$ cat src/rtl/gp_cmd_arbiter.sv
// Multi-channel draw-command front end: per-channel FIFOs and a round-robin issuer on the gp_en/gp_finish handshake.
// Optional WAIT-state watchdog enabled by defining GP_ARB_TIMEOUT_EN.
module gp_cmd_arbiter #(
    parameter int unsigned NUM_CH      = 2,
    parameter int unsigned DEPTH       = 4,
    parameter int unsigned OP_W        = 1,
    parameter int unsigned X_W         = 10,
    parameter int unsigned Y_W         = 9,
    parameter int unsigned ARG_W       = 12,
    parameter int unsigned TIMEOUT_CYC = 65535,
    localparam int unsigned CMD_W      = OP_W + 2 * X_W + 2 * Y_W + ARG_W
) (
    input  logic                      clk,
    input  logic                      rst,
    input  logic [NUM_CH-1:0]         cmd_valid,
    output logic [NUM_CH-1:0]         cmd_ready,
    input  logic [NUM_CH*CMD_W-1:0]   cmd_data,
    output logic [NUM_CH-1:0]         cmd_done,
    output logic                      gp_en,
    output logic [OP_W-1:0]           gp_opcode,
    output logic [X_W-1:0]            gp_tl_x,
    output logic [Y_W-1:0]            gp_tl_y,
    output logic [X_W-1:0]            gp_br_x,
    output logic [Y_W-1:0]            gp_br_y,
    output logic [ARG_W-1:0]          gp_arg,
    input  logic                      gp_finish,
    output logic                      busy,
    output logic                      timeout_err
);

    localparam int unsigned AW    = $clog2(DEPTH);
    localparam int unsigned PTR_W = AW + 1;
    localparam int unsigned CH_W  = (NUM_CH > 1) ? $clog2(NUM_CH) : 1;

    typedef struct packed {
        logic [OP_W-1:0]  opcode;
        logic [X_W-1:0]   tl_x;
        logic [Y_W-1:0]   tl_y;
        logic [X_W-1:0]   br_x;
        logic [Y_W-1:0]   br_y;
        logic [ARG_W-1:0] arg;
    } cmd_t;

    typedef enum logic [1:0] {
        IDLE  = 2'd0,
        ISSUE = 2'd1,
        WAIT  = 2'd2
    } state_t;

    state_t              state_q, state_d;
    logic [CH_W-1:0]     rr_q, rr_d;
    logic [CH_W-1:0]     grant_q, grant_d;
    cmd_t                gp_cmd_q, gp_cmd_d;
    logic                gp_en_q, gp_en_d;
    logic [NUM_CH-1:0]   cmd_done_q, cmd_done_d;
    logic [NUM_CH-1:0]   cmd_ready_q, cmd_ready_d;
    logic                busy_q, busy_d;
    logic [PTR_W-1:0]    wr_ptr_q [NUM_CH];
    logic [PTR_W-1:0]    wr_ptr_d [NUM_CH];
    logic [PTR_W-1:0]    rd_ptr_q [NUM_CH];
    logic [PTR_W-1:0]    rd_ptr_d [NUM_CH];
    logic [CMD_W-1:0]    mem_q    [NUM_CH][DEPTH];

    logic [NUM_CH-1:0]   push;
    logic [NUM_CH-1:0]   pop;
    logic [NUM_CH-1:0]   nonempty;
    logic                any_ne_d;
    logic                found;
    logic [CH_W-1:0]     gnt;
    logic [CH_W-1:0]     cand;
    cmd_t                head;

`ifdef GP_ARB_TIMEOUT_EN
    localparam int unsigned TO_W = ($clog2(TIMEOUT_CYC + 1) > 16) ? $clog2(TIMEOUT_CYC + 1) : 16;
    logic [TO_W-1:0]     to_cnt_q, to_cnt_d;
    logic                timeout_err_q, timeout_err_d;
`else
    localparam int unsigned unused_timeout_cyc = TIMEOUT_CYC;
`endif

    // Arbitration, FSM next state, FIFO pointer and status updates.
    always_comb begin
        state_d     = state_q;
        rr_d        = rr_q;
        grant_d     = grant_q;
        gp_cmd_d    = gp_cmd_q;
        gp_en_d     = 1'b0;
        cmd_done_d  = '0;
        cmd_ready_d = cmd_ready_q;
        push        = cmd_valid & cmd_ready_q;
        pop         = '0;
        found       = 1'b0;
        gnt         = '0;
        cand        = '0;
        any_ne_d    = 1'b0;
`ifdef GP_ARB_TIMEOUT_EN
        to_cnt_d      = to_cnt_q;
        timeout_err_d = 1'b0;
`endif

        for (int i = 0; i < NUM_CH; i++) begin
            nonempty[i] = (wr_ptr_q[i] != rd_ptr_q[i]);
        end

        // First non-empty channel at or after the round-robin pointer.
        for (int k = 0; k < NUM_CH; k++) begin
            cand = CH_W'((int'(rr_q) + k) % NUM_CH);
            if (!found && nonempty[cand]) begin
                found = 1'b1;
                gnt   = cand;
            end
        end
        head = cmd_t'(mem_q[gnt][rd_ptr_q[gnt][AW-1:0]]);

        case (state_q)
            IDLE: begin
                if (found) begin
                    pop[gnt] = 1'b1;
                    gp_cmd_d = head;
                    grant_d  = gnt;
                    rr_d     = (gnt == CH_W'(NUM_CH - 1)) ? '0 : gnt + CH_W'(1);
                    gp_en_d  = 1'b1;
                    state_d  = ISSUE;
                end
            end
            ISSUE: begin
                state_d = WAIT;
`ifdef GP_ARB_TIMEOUT_EN
                to_cnt_d = '0;
`endif
            end
            WAIT: begin
                if (gp_finish) begin
                    cmd_done_d[grant_q] = 1'b1;
                    state_d             = IDLE;
                end
`ifdef GP_ARB_TIMEOUT_EN
                else if (to_cnt_q == TO_W'(TIMEOUT_CYC - 1)) begin
                    cmd_done_d[grant_q] = 1'b1;
                    timeout_err_d       = 1'b1;
                    state_d             = IDLE;
                end else begin
                    to_cnt_d = to_cnt_q + TO_W'(1);
                end
`endif
            end
            default: state_d = IDLE;
        endcase

        for (int i = 0; i < NUM_CH; i++) begin
            wr_ptr_d[i]    = wr_ptr_q[i] + PTR_W'(push[i]);
            rd_ptr_d[i]    = rd_ptr_q[i] + PTR_W'(pop[i]);
            cmd_ready_d[i] = ((wr_ptr_d[i] - rd_ptr_d[i]) != PTR_W'(DEPTH));
            if (wr_ptr_d[i] != rd_ptr_d[i]) begin
                any_ne_d = 1'b1;
            end
        end
        busy_d = (state_d != IDLE) || any_ne_d;
    end

    // Control and status registers.
    always_ff @(posedge clk) begin
        if (rst) begin
            state_q     <= IDLE;
            rr_q        <= '0;
            grant_q     <= '0;
            gp_cmd_q    <= '0;
            gp_en_q     <= 1'b0;
            cmd_done_q  <= '0;
            cmd_ready_q <= '1;
            busy_q      <= 1'b0;
            for (int i = 0; i < NUM_CH; i++) begin
                wr_ptr_q[i] <= '0;
                rd_ptr_q[i] <= '0;
            end
`ifdef GP_ARB_TIMEOUT_EN
            to_cnt_q      <= '0;
            timeout_err_q <= 1'b0;
`endif
        end else begin
            state_q     <= state_d;
            rr_q        <= rr_d;
            grant_q     <= grant_d;
            gp_cmd_q    <= gp_cmd_d;
            gp_en_q     <= gp_en_d;
            cmd_done_q  <= cmd_done_d;
            cmd_ready_q <= cmd_ready_d;
            busy_q      <= busy_d;
            wr_ptr_q    <= wr_ptr_d;
            rd_ptr_q    <= rd_ptr_d;
`ifdef GP_ARB_TIMEOUT_EN
            to_cnt_q      <= to_cnt_d;
            timeout_err_q <= timeout_err_d;
`endif
        end
    end

    // FIFO storage; contents are don't-care until written, so no reset.
    always_ff @(posedge clk) begin
        for (int i = 0; i < NUM_CH; i++) begin
            if (push[i]) begin
                mem_q[i][wr_ptr_q[i][AW-1:0]] <= cmd_data[i*CMD_W +: CMD_W];
            end
        end
    end

    assign cmd_ready = cmd_ready_q;
    assign cmd_done  = cmd_done_q;
    assign gp_en     = gp_en_q;
    assign gp_opcode = gp_cmd_q.opcode;
    assign gp_tl_x   = gp_cmd_q.tl_x;
    assign gp_tl_y   = gp_cmd_q.tl_y;
    assign gp_br_x   = gp_cmd_q.br_x;
    assign gp_br_y   = gp_cmd_q.br_y;
    assign gp_arg    = gp_cmd_q.arg;
    assign busy      = busy_q;
`ifdef GP_ARB_TIMEOUT_EN
    assign timeout_err = timeout_err_q;
`else
    assign timeout_err = 1'b0;
`endif

endmodule

$ cat config.mk
export PLATFORM = sky130hd
export DESIGN_NAME = gp_cmd_arbiter
export DESIGN_NICKNAME = d
export VERILOG_FILES = /design/src/rtl/gp_cmd_arbiter.sv
export SDC_FILE = /design/constraint.sdc
export NUM_CORES = 1
export LEC_CHECK = 0
export CORE_UTILIZATION = 30
export CTS_CLUSTER_DIAMETER = 50
export DETAILED_ROUTE_END_ITERATION = 8
export GPL_TIMING_DRIVEN = 0
export PLACE_DENSITY_LB_ADDON = 0.05
export SYNTH_ARGS = -nofsm -noshare
export SYNTH_HDL_FRONTEND = slang
export SYNTH_SLANG_ARGS = --single-unit
$ cat constraint.sdc
create_clock -name clk -period 15.2 [get_ports clk]
set_input_delay 3.04 -clock clk [delete_from_list [all_inputs] [get_ports clk]]
set_output_delay 3.04 -clock clk [all_outputs]
set_load 0.005 [all_outputs]
==> results.cfg, run 1 <==
[yosys]
postSynthCellCount = 870
ys.warnings.count = 0
ys_seq_area_share_pct = 77.53
synth_top_cell_by_area = edfxtp_1
postSynthAreaPerCell_um2 = 20.33
synth_area_um2 = 17690
ys_types = 37
ys_ff_latch = 481
synth_fp_nets = 989
yosys.area.top_type_share_pct = 69.27
synth_area_leaders = edfxtp_1 69%, mux4_2 13%, dfxtp_1 8.3%, nand2_1 2.2%, a22oi_1 2.1%

[drt]
drc = 0
detail-route-antenna-nets = 0
wirelength_um = 44470
dr.pass1.iters = 4
vias_per_cell = 4.553
vias = 8924
post_drt_wl_per_cell_um = 22.69
drtIter0Drc = 423

[pwr]
totalPowerFinal_mw = 4.092
p_leak_nw = 7.737
power.density_nw_per_um2 = 178.0
peakVddDrop_mv = 0.09298

[layout]
utilization_pct = 39.62
syn_to_final_growth_pct = 29.96
drive_gt1_share_pct = 24.37
layout_commonest_cell = edfxtp_1
final_cell_mix = 408 x edfxtp_1, 163 x clkdlybuf4s50_1, 103 x nand2_1
fillers = 5251
finalNetCount = 1262

[clock_network]
ctsResizeCount = 0
cts_buffer_depth = 3
cts.root.buffer_cell = clkbuf_16
cts_sinks = 481
h-tree-depth = 2
ctsHoldBuffers = 0
tritoncts = done
insertion_delay_ns = 0.62
numCtsBuffers = 61
path_clk_slew_ns = 0.06
post_cts_buffers = 0

[placed_design]
place_ws_ns = 9.675
finalWeightedCongestion = 0.6799
io_buffers = 163
dpl.hpwl_um = 29690

[floorplan]
fp.dieW_um = 244.8
io_pins = 165
start_util_pct = 30.48
rows = 88
core_area_um2 = 58030
die-area_um2 = 59940
die_h_um = 244.8

[critical_path]
worstSetupPathType = input port to flop
worst_ep_required_time_ns = 15.75
path_cells = clkdlybuf4s50_1 -> or3_1 -> a31oi_1 -> a21boi_2 -> buf_2 -> a22oi_1 -> nand2_1
start_kind = input port
crit_arrival_ns = 5.49
cpMaxStageDelayCell = clkdlybuf4s50_1
critPathMaxFanout = 10
cp-end-kind = flop
cpPeakStageDelay_ns = 0.56

[sta]
min_period_over_period_pct = 32.46
max_freq_mhz = 202.7
slew-limit-headroom_pct = 38.29
period_needed_ns = 4.934
final.setup.worst_slack_ns = 10.27
rsz0062_at_grt = false
finalMaxSlewViolations = 0
setup_tns_ns = 0
tightest_slew_ns = 0.9216
setup_viol_count_final = 0
finClkSkew_ns = 0.01779
timing.final.hold_violations = 0

[flow_run]
max_cap_viol_count = 0

[global_route]
antenna_found_initial = 5
grt_pass1_vias = 9592
grt_max_degree = 36
grtUsageTotal_pct = 15.14
overflow = 0
grt_pass1_wl_um = 65260

[run_status]
status = completed

[hold_path]
min_path_type = flop to flop
[layer usage]
| metal | share of wire (%) | GRT usage (%) | up-vias |
|---|---|---|---|
| li1 | - | - | 4067 |
| met4 | 2.1 | 5.147 | 8 |
| met2 | 49 | 24.64 | 188 |
| met3 | 4.5 | 3.138 | 68 |
| met5 | 0.13 | 0 | - |
| met1 | 44 | 20.09 | 4593 |
[logic make-up (layout without fill, tap and decap cells)]
| logic type | Yosys count | count (layout) | share of synthesized area, % |
|---|---|---|---|
| flops | 481 | 481 | 77.53 |
| buf+inv | 50 | 374 | 1.485 |
| xor+xnor | 14 | 14 | 0.6932 |
| compound gates | 62 | 62 | 2.745 |
| simple gates | 147 | 147 | 3.636 |
| mux | 103 | 103 | 13.04 |
| fa+ha+maj | 12 | 12 | 0.8488 |
| other cells | 1 | 2 | 0.02120 |
[worst paths after layout]
| path | from | to | slack [ns] | depth (start not counted) |
|---|---|---|---|---|
| worst max register to register | rd_ptr_q[3]$_SDFF_PP0_ | busy$_SDFF_PP0_ | 11.87 | 12 |
| worst min-delay path | gp_br_y[4]$_SDFFE_PP0P_ | gp_br_y[4]$_SDFFE_PP0P_ | 0.43 | 2 |
| worst max-delay path | rst | gp_arg[3]$_SDFFE_PP0P_ | 10.27 | 7 |
| worst min register to register | gp_br_y[4]$_SDFFE_PP0P_ | gp_br_y[4]$_SDFFE_PP0P_ | 0.43 | 2 |
[report_power, final]
part / internal [mW] / leakage, nW / total, mW / switching [mW]
Sequential: 1.62 / 4.35 / 1.68 / 0.0549
Combinational: 0.443 / 2.38 / 0.949 / 0.506
Clock: 0.909 / 1.02 / 1.46 / 0.555
[sequential cells by signal, indices dropped and copies added, names as in the netlist, 2 cells and up]
signal / cells
gp_arg: 12
gp_tl_x: 10
state_q: 2
gp_tl_y: 9
rd_ptr_q: 6
wr_ptr_q: 6
cmd_done: 2
gp_br_y: 9
mem_q: 408
gp_br_x: 10
cmd_ready: 2
[cell usage after synthesis, drive strengths merged]
| cell | count |
|---|---|
| edfxtp | 408 |
| nand2 | 103 |
| mux4 | 102 |
| dfxtp | 73 |
| a22oi | 51 |
| buf | 28 |
| nor2 | 17 |
| clkbuf | 14 |
| ha | 12 |
| xnor2 | 11 |
| inv | 8 |
| nor2b | 6 |
| nor3b | 5 |
| and3 | 4 |
| a21oi | 3 |
| nor3 | 3 |
| xor2 | 3 |
| a31oi | 2 |
| nand4b | 2 |
| or3 | 2 |
| a211oi | 1 |
| a21boi | 1 |
| a221oi | 1 |
| a311oi | 1 |
| and2 | 1 |
| and4 | 1 |
| conb | 1 |
| mux2i | 1 |
| nand2b | 1 |
| nand3 | 1 |
| o21ai | 1 |
| o22ai | 1 |
| or4 | 1 |
[layout make-up]
cell class,count,area [µm²],share of cell area (%)
Antenna cell,1,2.502,0.01089
Buffer,42,232.7,1.012
Clock buffer,81,1714,7.457
Clock inverter,33,366.6,1.595
Inverter,8,30.03,0.1306
Multi-Input combinational cell,339,3752,16.32
Sequential cell,481,13710,59.65
Tap cell,765,957.2,4.164
Timing Repair Buffer,210,2220,9.655
[critical path: cells and delay by family]
| kind | cells | cell delay [ns] |
|---|---|---|
| AOI/OAI and AO/OA | 3 | 0.92 |
| buffers and inverters | 2 | 0.97 |
| and+or+nand+nor | 2 | 0.55 |
[per-stage QoR]
| step | cells | cell area [µm²] | hold slack [ns] |
|---|---|---|---|
| after floorplan | 870 | 17690 | 0.4036 |
| after global placement | 1798 | 20280 | 0.4271 |
| after detailed placement | 1845 | 20910 | 0.4295 |
| after CTS | 1959 | 22990 | 0.4370 |
| after global routing | 1960 | 22990 | 0.4478 |
| final | 1960 | 22990 | 0.4324 |
Note: power is estimated with default switching activity, not from simulation.
==> inputs of run 2 (changes only) <==
==> constraint.sdc (replaced) <==
create_clock -name clk -period 4.1 [get_ports clk]
set_input_delay 0.82 -clock clk [delete_from_list [all_inputs] [get_ports clk]]
set_output_delay 0.82 -clock clk [all_outputs]
set_load 0.005 [all_outputs]
==> results of run 2 <==
The final DEF is identical to that of run 1. Status: completed.
Main changes from that run: setup slack after placement 9.675 ns -> 0.7497 ns; clock-pin slew on the worst setup and hold paths 0.06 ns -> 0.05 ns; setup slack after layout 10.27 ns -> 0.7698 ns; start point of the critical path rst -> rd_ptr_q[3]$_SDFF_PP0_; end point of the critical path gp_arg[3]$_SDFFE_PP0P_ -> busy$_SDFF_PP0_; register-to-register setup slack 11.87 ns -> 0.77 ns; total power 4.092 mW -> 15.17 mW; worst IR drop on VDD 0.09298 mV -> 0.3447 mV
==> variant 1 (flow settings as in run 2) <==
The 3 states of `state_t` get a one-hot encoding in 3 bits.
--- a/src/rtl/gp_cmd_arbiter.sv
+++ b/src/rtl/gp_cmd_arbiter.sv
@@ -42,8 +42,8 @@
     } cmd_t;
 
-    typedef enum logic [1:0] {
-        IDLE  = 2'd0,
-        ISSUE = 2'd1,
-        WAIT  = 2'd2
+    typedef enum logic [2:0] {
+        IDLE  = 3'b001,
+        ISSUE = 3'b010,
+        WAIT  = 3'b100
     } state_t;
 
Check against the original RTL: no difference found for any inputs over 4 cycles, from zero or initial values and one cycle with rst high; so few cycles prove little.
==> variant 1 against run 2 <==
Power increased by 1.6%. Sequential cell count increased by 1. Non-clock buffer count decreased by 2. Design area increased by 0.62%. Setup slack improved by 0.57 ns. Synthesized area increased by 0.71%. Clock power increased by 2%. Wire length decreased by 5.4%.
==> variant 1: results (changes against run 2) <==
DR iter-0 viols 434 (+2.6%); post-synthesis instance total 826 (-5.1%); Slowest cell on crit path a211oi_1; Syn Nets 945 (-4.4%); CP Max Fanout 8 (+1); Reg2Reg Depth 10 (-2); global-route wire length before repair 63000 um (-3.5%); r2r setup slk 1.34 ns (+0.57 ns); status finished clean; Final nets 1219 (-3.4%); Worst setup endpoint cmd_ready[0]; DR pass1 iterations 6 (+2); Post-Place Worst Slack 0.692 ns (-0.0578 ns); hold slack 0.484 ns (+0.0511 ns); largest net degree at the start of global routing 41 (+14%); routability cong. 0.685 (+0.71%); clk_lat worst skew 0.58 ns (-0.04 ns); DP Cell Count 1797 (-2.6%); drt via density 4.59 (+0.82%); H-tree Lvls 3 (+1); Slew @ Worst Pin 1.03 ns (+0.110 ns); Setup crit start rd_ptr_q[0]; maximum vdd drop 0.241 mV (-30%); share of cells above drive strength 1 24.3% (-0.045 points); area occupied by registers 13700 um2 (+0.15%); HPWL Detailed 28900 um (-2.7%); all-layer global routing usage 14.4% (-0.72 points); Commonest cells post-synth edfxtp_1, mux4_2, dfxtp_1, nor2b_1, a221o_1; # fillers 5314 (+1.2%); CP peak stage delay 0.37 ns (-0.07 ns); top cells by area, synth edfxtp_1, mux4_2, dfxtp_1; Seq/Total Area, Yosys 77.1% (-0.44 points)
-- variant 1: changes by cell type after synthesis, moves of 5 or more --
cell      before  now
buf_2         21   16
nor2b_1        6   57
a22oi_1       50    0
nand2b_1       1    6
nand2_1      103    6
a221o_1        0   51
-- variant 1: report_power, final --
| part | total (mW) | switching, mW | internal (mW) |
|---|---|---|---|
| sequential | 6.38 | 0.310 | 6.07 |
| combinational | 3.50 | 1.64 | 1.86 |
| clock | 5.53 | 2.08 | 3.45 |
| total | 15.4 | 4.03 | 11.4 |
-- variant 1: how the worst min path moves through the flow --
stage / from / end / cells past startpoint
2_1_floorplan: grant_q / cmd_done[0] / 1
3_3_place_gp: grant_q / cmd_done[0] / 1
3_5_place_dp: grant_q / cmd_done[0] / 1
4_1_cts: grant_q / cmd_done[0] / 1
5_1_grt: gp_tl_x[2] / gp_tl_x[2] / 1
6_report: gp_tl_x[2] / gp_tl_x[2] / 1
-- variant 1: cells by family (layout without fill, tap and decap cells) --
group,count (synthesis),after routing,synth area share (%)
buf+inv,50,375,1.52
simple gates,101,101,3.36
fa+ha+maj,12,12,0.843
mux,102,102,12.9
other cells,1,4,0.0211
compound gates,64,64,3.49
flops,482,482,77.1
xor+xnor,14,14,0.773
-- variant 1: layout make-up --
| type | instances | share of cell area, % |
|---|---|---|
| clock buffers | 91 | 8.05 |
| plain buffers | 44 | 1.08 |
| clock inverters | 28 | 1.21 |
| repair buffers | 206 | 9.38 |
| diodes | 3 | 0.0325 |
| flip-flops and latches | 482 | 59.4 |
| multi-input cells | 294 | 16.6 |
| well taps | 765 | 4.14 |
| inverters | 6 | 0.0974 |
-- variant 1: worst max-delay path: cells and delay by family, from the launching register on --
family / cells / cell delay [ns]
AO/OA/AOI/OAI: 1 / 0.37
AND/OR/NAND/NOR: 2 / 0.51
flip-flops: 1 / 0.32
buffers and inverters: 1 / 0.33
XOR/XNOR: 4 / 0.70
adder cells (fa/ha/maj): 2 / 0.37
-- variant 1: metal layers --
layer	up-vias	GRT usage, %	part of all wire, %
met4	6	4.51	2.0
met1	4563	19.0	44
met2	178	23.0	48
met5	-	0	0.081
li1	3992	-	-
met3	70	3.96	5.1
==> variant 2 (settings of run 2) <==
Without the edit above. Change the parameter `Y_W` from 9 to 13.
--- a/src/rtl/gp_cmd_arbiter.sv
+++ b/src/rtl/gp_cmd_arbiter.sv
@@ -6,5 +6,5 @@
     parameter int unsigned OP_W        = 1,
     parameter int unsigned X_W         = 10,
-    parameter int unsigned Y_W         = 9,
+    parameter int unsigned Y_W         = 13,
     parameter int unsigned ARG_W       = 12,
     parameter int unsigned TIMEOUT_CYC = 65535,
Ports: changed (resized cmd_data, gp_br_y and gp_tl_y); port bits go from 165 to 189. The function was not compared with the original's and may differ.
==> variant 2 against run 2 <==
Via count grew 15%. Sequential share of layout area is 0.28 points higher. Non-clock buffer count up 36. Global-route usage hardly changed. Clock power grew 19%. Critical path type unchanged. Wire length grew 15%. Synthesized area rose by 14%. Design area grew 15%. First-iteration DRC count rose by 15%. Maximum frequency up 9.6%. Power is 15% higher. Setup slack better by 0.29 ns. Sequential cell count increased by 72.
==> variant 2: results (changes against run 2) <==
initial antenna violation count 9 (+4); DR pass1 iterations 5 (+1); share of cells above drive strength 1 24.2% (-0.18 points); Arr. time, crit path 3.54 ns (-0.27 ns); H-tree Lvls 3 (+1); routing usage on met1 19.3% (-0.79 points); GR Util met2 25.2% (+0.55 points); Final nets 1436 (+14%); vias in the first global route 11000 (+15%); status finished clean; CP peak stage delay 0.49 ns (+0.05 ns); Syn Nets 1122 (+13%); Placed Area 23900 um2 (+14%); # fillers 5972 (+14%); Via Count 10300 (+15%); Commonest cells post-synth edfxtp_1, nand2_1, mux4_2, dfxtp_1, a22oi_1; Netlist cell types 33 (-11%); routability cong. 0.678 (-0.26%); hold slack 0.436 ns (+0.00338 ns); R2R Path Start rd_ptr_q[0]; r2r setup slk 1.06 ns (+0.29 ns); Routed WL 51100 um (+15%); min-delay src gp_br_x[7]; drt via density 4.61 (+1.3%); all-layer global routing usage 15.2% (+0.022 points); input/output buffers 187 (+15%); Max Fclk 0.329 GHz (+9.6%); HPWL Detailed 34700 um (+17%); Worst Skew 0.0191 ns (+0.00132 ns); top cells by area, synth edfxtp_1, mux4_2, dfxtp_1; synthesized area per cell 20.5 um2 (+0.89%)
-- variant 2: layer usage --
metal,vias to the layer above,share of wire [%]
li1,4635,-
met2,219,49
met4,18,2.3
met5,-,0.22
met3,106,5.3
met1,5284,43
-- variant 2: worst register-to-register path, cell delays in order, from the launching register on --
cell	delay, ns
dfxtp_1	0.32
buf_2	0.29
xnor2_2	0.18
nand3_1	0.18
o21ai_0	0.49
nor2_1	0.12
ha_1	0.21
ha_1	0.27
inv_1	0.05
ha_1	0.30
and4_1	0.18
and3_1	0.17
a31oi_1	0.20
-- variant 2: per-stage QoR --
| stage | utilization (%) | setup TNS [ns] |
|---|---|---|
| floorplan | - | -564.33 |
| global placement | 35.0 | -2889.59 |
| detailed placement | 36.0 | 0 |
| CTS | 39.8 | 0 |
| global route | 39.8 | 0 |
| finish | 39.8 | 0 |
-- variant 2: cell families after synthesis --
logic type                 count (synthesis)  share of synthesized area, %
adders and majority gates                 12                         0.742
AOI/OAI and AO/OA                         66                          2.45
buffers and inverters                     56                          1.35
muxes                                    119                          13.2
xor gates and xnor gates                  14                         0.680
DFF                                      553                          78.0
other                                      1                        0.0185
and+or+nand+nor                          166                          3.57
-- variant 2: power breakdown --
part | internal (mW) | switching, mW | total, mW | leakage [nW]
combinational | 1.79 | 2.05 | 3.84 | 2.64
clock | 4.07 | 2.39 | 6.46 | 1.20
sequential | 6.92 | 0.238 | 7.16 | 5.00
total | 12.8 | 4.68 | 17.5 | 8.84
-- variant 2: final cells by class --
cell class              count  area share, %
flip-flops and latches    553           59.9
multi-input cells         378           16.0
repair buffers            239           9.49
clock buffers             102           7.89
well taps                 864           4.10
clock inverters            32           1.55
plain buffers              49          0.935
inverters                   7         0.0997
